`config.mk`:
```
export PLATFORM = sky130hd
export DESIGN_NAME = rptr_empty_fwft
export DESIGN_NICKNAME = d
export VERILOG_FILES = /design/src/rtl/rptr_empty_fwft.sv
export SDC_FILE = /design/constraint.sdc
export NUM_CORES = 1
export LEC_CHECK = 0
export ABC_AREA = 1
export CORE_AREA = 4 4 57 59
export DETAILED_ROUTE_END_ITERATION = 8
export DIE_AREA = 0 0 61 63
export GPL_ROUTABILITY_DRIVEN = 1
export PLACE_DENSITY = 0.82
export SYNTH_ARGS = -nofsm -noshare
export SYNTH_HDL_FRONTEND = slang
export SYNTH_SLANG_ARGS = --single-unit
```
`constraint.sdc`:
```
create_clock -name rclk -period 4.05 [get_ports rclk]
set_clock_uncertainty 0.05 [all_clocks]
set_input_delay 0.81 -clock rclk [delete_from_list [all_inputs] [get_ports rclk]]
set_output_delay 0.81 -clock rclk [all_outputs]
set_load 0.05 [all_outputs]
```
`src/rtl/rptr_empty_fwft.sv`:
```
// Read-side pointer, empty/almost-empty and occupancy logic for an async FIFO,
// with a first-word-fall-through output register on a valid/ready handshake.
module rptr_empty_fwft #(
    parameter int ASIZE         = 4,
    parameter int DSIZE         = 8,
    parameter int AEMPTY_THRESH = 2
) (
    input  logic             rclk,
    input  logic             rrst,
    input  logic [ASIZE:0]   rq2_wptr,
    output logic [ASIZE-1:0] raddr,
    output logic [ASIZE:0]   rptr,
    input  logic [DSIZE-1:0] rdata_mem,
    output logic [DSIZE-1:0] rdata,
    output logic             rvalid,
    input  logic             rready,
    output logic             rempty,
    output logic             raempty,
    output logic [ASIZE:0]   rlevel
);

    localparam logic [ASIZE:0] ATH = (ASIZE + 1)'(AEMPTY_THRESH);

    logic [ASIZE:0] rbin;
    logic [ASIZE:0] rbinnext;
    logic [ASIZE:0] rgraynext;
    logic [ASIZE:0] wbin_s;
    logic [ASIZE:0] levelnext;
    logic           pop;

    // The output register refills whenever it is empty or being drained.
    always_comb begin
        pop       = ~rempty & (~rvalid | rready);
        rbinnext  = rbin + {{ASIZE{1'b0}}, pop};
        rgraynext = (rbinnext >> 1) ^ rbinnext;
        wbin_s    = '0;
        for (int i = 0; i <= ASIZE; i++) begin
            wbin_s[i] = ^(rq2_wptr >> i);
        end
        levelnext = wbin_s - rbinnext;
    end

    assign raddr = rbin[ASIZE-1:0];

    always_ff @(posedge rclk or posedge rrst) begin
        if (rrst) begin
            rbin    <= '0;
            rptr    <= '0;
            rempty  <= 1'b1;
            raempty <= 1'b1;
            rlevel  <= '0;
        end else begin
            rbin    <= rbinnext;
            rptr    <= rgraynext;
            rempty  <= (rgraynext == rq2_wptr);
            raempty <= (levelnext <= ATH);
            rlevel  <= levelnext;
        end
    end

    always_ff @(posedge rclk or posedge rrst) begin
        if (rrst) begin
            rdata  <= '0;
            rvalid <= 1'b0;
        end else if (pop) begin
            rdata  <= rdata_mem;
            rvalid <= 1'b1;
        end else if (rvalid && rready) begin
            rvalid <= 1'b0;
        end
    end

endmodule
```
==> results.txt, run 1 <==
outcome - complete, no violations
total core area - 2710 µm²
die footprint - 3840 µm²
synth top area cells - dfrtp_1 (43%), nand2_1 (18%), xor2_1 (6.0%)
WS Path Type - in2reg
most common cell after layout, fill and taps aside - nand2_1
share of layout cells above drive strength 1 - 9.95%
DP HPWL - 2210 µm
Clock H-tree levels - 1
hold path cells - 1
area leader, netlist - dfrtp_1
clock slew at reported path FFs - 120 ps
DR DRC count - 0
drt via density - 4.80
Die Ht - 63 µm
Antenna Diode Count - 0
min Tclk post-route - 3150 ps
gpl congestion - 0.787
Post-synth ARST share - 100%
Worst setup SP type - input pin
post-synthesis instance total - 157
filler cell count - 228
GRT Util Overall - 15.6%
IO buf count - 40
first-pass GRT wire length - 4690 µm
worst slew pin tran - 902 ps
period utilisation layout - 77.8%
Yosys top cell area share - 43.5%
sequential fraction of the synthesis area - 47.4%
# clock sinks - 25
Synth Flop Type - dfrtp_1
deepest clock path buffer count - 2
vias in the first global route - 1,134
layout net count - 223
net count after synthesis - 178
final wirelength - 2650 µm
Netlist Area Pre-Place - 1320 µm²
number of warnings issued by yosys - 0
Via Count - 1,113
RSZ-0062 raised after global routing - false
grt total ovfl - 0
hold_buf cts - 0
Critical Path End Type - flip-flop
root buf cell - clkbuf_4
largest net degree at the start of global routing - 26
# rows - 19
Seq cells post-synth - 25
Clk Latency, worst-skew pair - 300 ps
Post-synth EDFFs - 0
Max Fclk - 0.317 GHz
final core occ - 66.0%
Slew headroom - 39.8%
critical path required time - 4240 ps
most frequent cells in the layout - nand2_1 (62), clkdlybuf4s50_1 (40), dfrtp_1 (23)
worst r2r path cells - 12
CP max FO - 10
initial antenna violation count - 0
area grow syn2layout - 35.2%
Pre-antenna DRT Iters - 4
HP Class - reg2reg
First DRT Iteration DRCs - 32
Die Width - 61 µm
MaxCap Viol Count - 0
Critical Path AT - 3340 ps
clock buffer count from CTS - 3
final slew viol count - 0
antenna-violating nets left - 0
drt wl/cell - 11.4 µm
CTS tree - done
final hold violations - 0
setup_tns - 0 ps
Initial Util - 48.8%
Top-Level Pins - 41
Synth Area per Inst - 8.43 µm²
Post-CTS Resized - 0
postcts setup bufs - 0
Netlist cell types - 21
final setup fails - 0
==> stage by stage <==
stage          std cells  worst slack [ps]  cell area (µm²)  hold WS, ps
2_1_floorplan        157              1360             1320          516
3_3_place_gp         228               730             1760          401
3_5_place_dp         228               593             1760          403
4_1_cts              232               917             1790          435
5_1_grt              232               593             1790          457
6_report             232               900             1790          429
==> synth_stat cells, types with 2 or more instances <==
cell / n
dfrtp_1: 23
dfstp_2: 2
ha_1: 5
inv_1: 19
inv_2: 2
nand2_1: 62
nand2_2: 4
nand3_1: 11
nand3_2: 2
nand3b_1: 2
nand4_1: 2
nor2_1: 5
nor2_2: 2
xor2_1: 9
==> critical path, cell delays in order <==
cell	delay [ps]
clkdlybuf4s50_1	460
inv_1	60
a21oi_2	350
ha_1	280
ha_1	220
inv_1	60
nand2_1	80
nand2_2	110
ha_1	330
nand2_1	50
nand3b_1	190
nand3_1	140
nand3_1	110
nor2_2	90
==> sequential cells by signal, indices dropped and copies added, names as in the netlist <==
signal and count:
raempty 1, rbin 5, rdata 8, rempty 1
rlevel 5, rptr 4, rvalid 1
==> final cells by class <==
cell class,instances,area (µm²),area share [%]
clock buffer,4,26.3,1.47
inverter,22,85.1,4.76
multi-input combinational,110,611,34.1
sequential,25,628,35.1
tap,31,38.8,2.17
timing repair buffer,40,400,22.4
==> worst paths after layout <==
kind	end	from	slack, ps
max	raempty	rready	900
min	rvalid	rempty	430
max reg2reg	raempty	rvalid	1490
min reg2reg	rvalid	rempty	430
max in group asynchronous	rdata[4]	rrst	2450
min in group asynchronous	rdata[3]	rrst	950
==> logic make-up (layout without fill, tap and decap cells) <==
kind of cell | after synthesis | count (layout) | synth area share (%)
XOR/XNOR | 12 | 12 | 9.93
flip-flops | 25 | 25 | 47.4
adder cells (fa/ha/maj) | 5 | 5 | 4.73
AND/OR/NAND/NOR | 91 | 91 | 30.4
AO/OA/AOI/OAI | 2 | 2 | 1.04
buffers and inverters | 22 | 66 | 6.43
==> layer usage <==
layer / up-vias / track usage [%] / part of all wire [%]
met5: - / 0 / 0
met4: 0 / 6.23 / 1.1
met3: 2 / 2.27 / 7.2
met2: 34 / 29.0 / 50
met1: 507 / 16.8 / 41
li1: 570 / - / -
Power of run 1 is not shown: default switching activity piles up to over one toggle a cycle in this logic, so the estimate is an artifact.
==> run 2: changes to the inputs <==
--- a/config.mk
+++ b/config.mk
@@ -6,11 +6,11 @@
 export NUM_CORES = 1
 export LEC_CHECK = 0
 export ABC_AREA = 1
-export CORE_AREA = 4 4 57 59
+export CORE_AREA = 4 4 59 61
 export DETAILED_ROUTE_END_ITERATION = 8
-export DIE_AREA = 0 0 61 63
+export DIE_AREA = 0 0 63 65
 export GPL_ROUTABILITY_DRIVEN = 1
-export PLACE_DENSITY = 0.82
+export PLACE_DENSITY = 0.77
 export SYNTH_ARGS = -nofsm -noshare
 export SYNTH_HDL_FRONTEND = slang
 export SYNTH_SLANG_ARGS = --single-unit
==> constraint.sdc (replaced) <==
create_clock -name rclk -period 2.9 [get_ports rclk]
set_clock_uncertainty 0.05 [all_clocks]
set_input_delay 0.58 -clock rclk [delete_from_list [all_inputs] [get_ports rclk]]
set_output_delay 0.58 -clock rclk [all_outputs]
set_load 0.05 [all_outputs]
==> results.txt, run 2 (synthesis gave the netlist of run 1 again) <==
clock slew at reported path FFs - 130 ps (was 120 ps)
Reg2Reg Launch Point - rempty (was rvalid)
Placement Cell Area - 1780 µm² (was 1760 µm²)
antenna-violating nets left - 0 (unchanged)
most common cell after layout, fill and taps aside - nand2_1 (unchanged)
total core area - 2980 µm² (was 2710 µm²)
critical path required time - 3110 ps (was 4240 ps)
gpl congestion - 0.846 (was 0.787)
grt total ovfl - 0 (unchanged)
hold_buf cts - 0 (unchanged)
outcome - complete, no violations (unchanged)
postcts setup bufs - 0 (unchanged)
Initial Util - 44.5% (was 48.8%)
layout net count - 225 (was 223)
worst slew pin tran - 520 ps (was 902 ps)
DP HPWL - 2300 µm (was 2210 µm)
max incr delay on CP - 460 ps (about the same)
cell count along the critical path - 17 (was 14)
Biggest register - rdata (unchanged)
final hold violations - 0 (unchanged)
First DRT Iteration DRCs - 19 (was 32)
first-pass GRT wire length - 4760 µm (was 4690 µm)
Antenna Diode Count - 0 (unchanged)
largest net degree at the start of global routing - 26 (unchanged)
Worst Setup SP - rready (unchanged)
# clock sinks - 25 (unchanged)
Worst setup SP type - input pin (unchanged)
fin area - 1810 µm² (was 1790 µm²)
drt via density - 4.83 (was 4.80)
HP Class - reg2reg (unchanged)
# rows - 20 (was 19)
deepest clock path buffer count - 2 (unchanged)
area grow syn2layout - 36.6% (was 35.2%)
Clock H-tree levels - 1 (unchanged)
Clk Latency, worst-skew pair - 310 ps (was 300 ps)
Post-CTS Resized - 0 (unchanged)
Max Fclk - 0.379 GHz
period utilisation layout - 91.0%
worst r2r path cells - 15 (was 12)
share of layout cells above drive strength 1 - 11.3% (was 9.95%)
CTS tree - done (unchanged)
worst setup path endpoint - raempty (unchanged)
RSZ-0062 raised after global routing - false (unchanged)
clock buffer count from CTS - 3 (unchanged)
Slew headroom - 65.2% (was 39.8%)
final setup fails - 0 (unchanged)
top flop regs - rdata (8), rbin (5), rlevel (5) (unchanged)
Via Count - 1,139 (was 1,113)
WS Path Type - in2reg (unchanged)
GRT Util Overall - 14.6% (was 15.6%)
Setup WS pre-CTS - -48.0 ps (was 593 ps)
Die Width - 63 µm (was 61 µm)
most frequent cells in the layout - nand2_1 (62), clkdlybuf4s50_1 (40), dfrtp_1 (23) (unchanged)
initial antenna violation count - 0 (unchanged)
Largest register FFs - 8 (unchanged)
Buf/Inv on CP - 5 (was 3)
CP max-delay cell - clkdlybuf4s50_1 (unchanged)
min Tclk post-route - 2640 ps
Top-Level Pins - 41 (unchanged)
root buf cell - clkbuf_4 (unchanged)
drt wl/cell - 11.6 µm (was 11.4 µm)
Die Ht - 65 µm (was 63 µm)
Critical Path AT - 2850 ps (was 3340 ps)
crit-path leading delay family - buffers and inverters (was adder cells)
die footprint - 4100 µm² (was 3840 µm²)
worst-path cell chain - clkdlybuf4s50_1 -> inv_1 -> a21oi_2 -> ha_1 -> ha_1 -> inv_1 -> nand3_2 -> nand2_1 -> inv_1 -> ha_1 -> inv_1 -> nand2_1 -> nand3_1 -> nand2_1 -> nand2_1 -> nand2_2 -> nor2_2 (was clkdlybuf4s50_1 -> inv_1 -> a21oi_2 -> ha_1 -> ha_1 -> inv_1 -> nand2_1 -> nand2_2 -> ha_1 -> nand2_1 -> nand3b_1 -> nand3_1 -> nand3_1 -> nor2_2)
vias in the first global route - 1,108 (was 1,134)
worst r2r dst - raempty (unchanged)
Critical Path End Type - flip-flop (unchanged)
Pre-antenna DRT Iters - 4 (unchanged)
DR DRC count - 0 (unchanged)
final wirelength - 2740 µm (was 2650 µm)
final slew viol count - 0 (unchanged)
final worst setup slack - 262 ps (was 900 ps)
CP max FO - 4 (was 10)
FF-to-FF setup slack - 540 ps (was 1490 ps)
MaxCap Viol Count - 0 (unchanged)
IO buf count - 40 (unchanged)
[run 2: final cells by class]
type	instances	area, µm²
Multi-Input combinational cell	110	611
Fill cell	261	1170
Clock buffer	3	22.5
Tap cell	33	41.3
Timing Repair Buffer	42	415
Clock inverter	1	5.00
Sequential cell	25	628
Inverter	22	85.1
[run 2: worst min path at each step]
stage / start / to / slack (ps) / depth (start not counted)
2_1_floorplan: rempty / rvalid / 520 / 1
3_3_place_gp: rempty / rvalid / 400 / 1
3_5_place_dp: rempty / rvalid / 410 / 1
4_1_cts: rempty / rvalid / 430 / 1
5_1_grt: rempty / rvalid / 440 / 1
6_report: rempty / rvalid / 430 / 1
[run 2: routing by layer]
layer	share of wire [%]	track usage (%)	up-vias
li1	-	-	570
met1	42	16.1	525
met2	51	26.6	38
met3	5.0	3.81	6
met4	1.8	5.79	0
met5	0	0	-
[run 2: worst reg2reg max path: stages (launching register included)]
cell     delay [ps]
dfstp_2         570
a21oi_2          50
ha_1            220
ha_1            350
inv_1           140
nand3_2         130
nand2_1          70
inv_1            40
ha_1            180
inv_1            70
nand2_1          70
nand3_1         100
nand2_1          60
nand2_1          70
nand2_2          60
nor2_2           90
[run 2: per-stage QoR]
stage / std cells / utilization, % / setup TNS, ps / hold slack [ps]
3_5_place_dp: 232 / 59.8 / -52.0 / 410
4_1_cts: 236 / 60.7 / 0 / 433
6_report: 236 / 60.7 / 0 / 428
5_1_grt: 236 / 60.7 / 0 / 443
2_1_floorplan: 157 / - / 0 / 516
3_3_place_gp: 232 / 59.8 / 0 / 399
Power of run 2 is left out for the same reason.
==> run 3: changes to the inputs <==
==> constraint.sdc (replaced) <==
create_clock -name rclk -period 2.9 [get_ports rclk]
set_clock_uncertainty 0.05 [all_clocks]
set_input_delay 0.435 -clock rclk [delete_from_list [all_inputs] [get_ports rclk]]
set_output_delay 0.435 -clock rclk [all_outputs]
set_load 0.05 [all_outputs]
==> results.txt, run 3 (synthesis gave the netlist of run 1 again) <==
min Tclk post-route - 2450 ps (was 2640 ps)
total core area - 2980 µm² (unchanged)
Top-Level Pins - 41 (unchanged)
CP max-delay cell - clkdlybuf4s50_1 (unchanged)
drt via density - 4.74 (was 4.83)
most frequent cells in the layout - nand2_1 (62), clkdlybuf4s50_1 (40), dfrtp_1 (23) (unchanged)
Post-CTS Resized - 0 (unchanged)
# clock sinks - 25 (unchanged)
Clock H-tree levels - 1 (unchanged)
Via Count - 1,114 (was 1,139)
filler cell count - 260 (was 261)
clock slew at reported path FFs - 130 ps (about the same)
HP Class - reg2reg (unchanged)
Worst setup SP type - input pin (unchanged)
layout net count - 224 (was 225)
Initial Util - 44.5% (unchanged)
clock buffer count from CTS - 3 (unchanged)
area grow syn2layout - 36.0% (was 36.6%)
deepest clock path buffer count - 2 (unchanged)
Die Ht - 65 µm (unchanged)
postcts setup bufs - 0 (unchanged)
DR DRC count - 0 (unchanged)
Antenna Diode Count - 0 (unchanged)
Die Width - 63 µm (unchanged)
gpl congestion - 0.847 (was 0.846)
outcome - complete, no violations (unchanged)
# rows - 20 (unchanged)
period utilisation layout - 84.4% (was 91.0%)
final setup fails - 0 (unchanged)
RSZ-0062 raised after global routing - false (unchanged)
setup_tns - 0 ps (unchanged)
MaxCap Viol Count - 0 (unchanged)
Critical Path AT - 2650 ps (was 2850 ps)
die footprint - 4100 µm² (unchanged)
First DRT Iteration DRCs - 30 (was 19)
WS Path Type - in2reg (unchanged)
top flop regs - rdata (8), rbin (5), rlevel (5) (unchanged)
Slew headroom - 39.9% (was 65.2%)
root buf cell - clkbuf_4 (unchanged)
largest net degree at the start of global routing - 26 (unchanged)
initial antenna violation count - 0 (unchanged)
vias in the first global route - 1,136 (was 1,108)
GRT Util Overall - 15.1% (was 14.6%)
hold_buf cts - 0 (unchanged)
final worst setup slack - 453 ps (was 262 ps)
grt total ovfl - 0 (unchanged)
IO buf count - 40 (unchanged)
first-pass GRT wire length - 4900 µm (was 4760 µm)
Max Fclk - 0.409 GHz (was 0.379 GHz)
max incr delay on CP - 450 ps (was 460 ps)
drt wl/cell - 11.5 µm (was 11.6 µm)
Critical Path End Type - flip-flop (unchanged)
Setup WS pre-CTS - 125 ps (was -48.0 ps)
worst slew pin tran - 901 ps (was 520 ps)
Biggest register - rdata (unchanged)
DP HPWL - 2290 µm (was 2300 µm)
antenna-violating nets left - 0 (unchanged)
Pre-antenna DRT Iters - 4 (unchanged)
share of layout cells above drive strength 1 - 10.9% (was 11.3%)
Clk Latency, worst-skew pair - 310 ps (about the same)
CTS tree - done (unchanged)
critical path required time - 3110 ps (about the same)
final hold violations - 0 (unchanged)
Largest register FFs - 8 (unchanged)
final wirelength - 2700 µm (was 2740 µm)
worst-path cell chain - clkdlybuf4s50_1 -> inv_1 -> a21oi_2 -> ha_1 -> ha_1 -> inv_1 -> nand3_2 -> nand2_1 -> inv_1 -> ha_1 -> inv_1 -> nand2_1 -> nand2_1 -> nand2_1 -> nor2_1 -> nand3_1 -> nor2_2 (was clkdlybuf4s50_1 -> inv_1 -> a21oi_2 -> ha_1 -> ha_1 -> inv_1 -> nand3_2 -> nand2_1 -> inv_1 -> ha_1 -> inv_1 -> nand2_1 -> nand3_1 -> nand2_1 -> nand2_1 -> nand2_2 -> nor2_2)
final slew viol count - 0 (unchanged)
Min Hold Slack - 439 ps (was 428 ps)
CP max FO - 4 (unchanged)
most common cell after layout, fill and taps aside - nand2_1 (unchanged)
-- run 3: changes by cell type in the layout (fill, tap and decap cells not counted), sizes merged --
cell	previous run	this run
buf	2	1
-- run 3: layout make-up --
| cell class | instances | area (µm²) | area share [%] |
|---|---|---|---|
| multi-input cells | 110 | 611 | 33.9 |
| clock inverters | 1 | 5.00 | 0.278 |
| inverters | 22 | 85.1 | 4.73 |
| repair buffers | 41 | 408 | 22.7 |
| clock buffers | 3 | 22.5 | 1.25 |
| flip-flops and latches | 25 | 628 | 34.9 |
| well taps | 33 | 41.3 | 2.29 |
-- run 3: per-layer routing --
| layer | global-route usage, % | routed length, µm | up-vias |
|---|---|---|---|
| li1 | - | - | 570 |
| met1 | 17.4 | 1110 | 504 |
| met2 | 27.0 | 1410 | 34 |
| met3 | 3.47 | 140 | 6 |
| met4 | 5.79 | 40 | 0 |
| met5 | 0 | 0 | - |
-- run 3: path summary, 6_finish.rpt --
check                        from        end  slack (ps)  cells past startpoint
min                        rempty     rvalid         440                      1
min in group asynchronous    rrst   rdata[3]         550                      2
max in group asynchronous    rrst  rlevel[3]        1700                      2
max                        rready    raempty         450                     17
min reg2reg                rempty     rvalid         440                      1
max reg2reg                rempty    raempty         550                     15
-- run 3: per-stage QoR --
stage                     instances  util [%]  instance area [µm²]
after detailed placement        231      59.5                 1770
after floorplan                 157         -                 1320
final                           235      60.5                 1800
after global routing            235      60.5                 1800
after CTS                       235      60.5                 1800
after global placement          231      59.5                 1770
-- run 3: worst max-delay path, delay by kind of cell --
kind | cells | cell delay, ps
AOI/OAI and AO/OA | 1 | 140
buffers and inverters | 5 | 750
adders and majority gates | 3 | 660
and+or+nand+nor | 8 | 660
Power of run 3 is left out for the same reason.
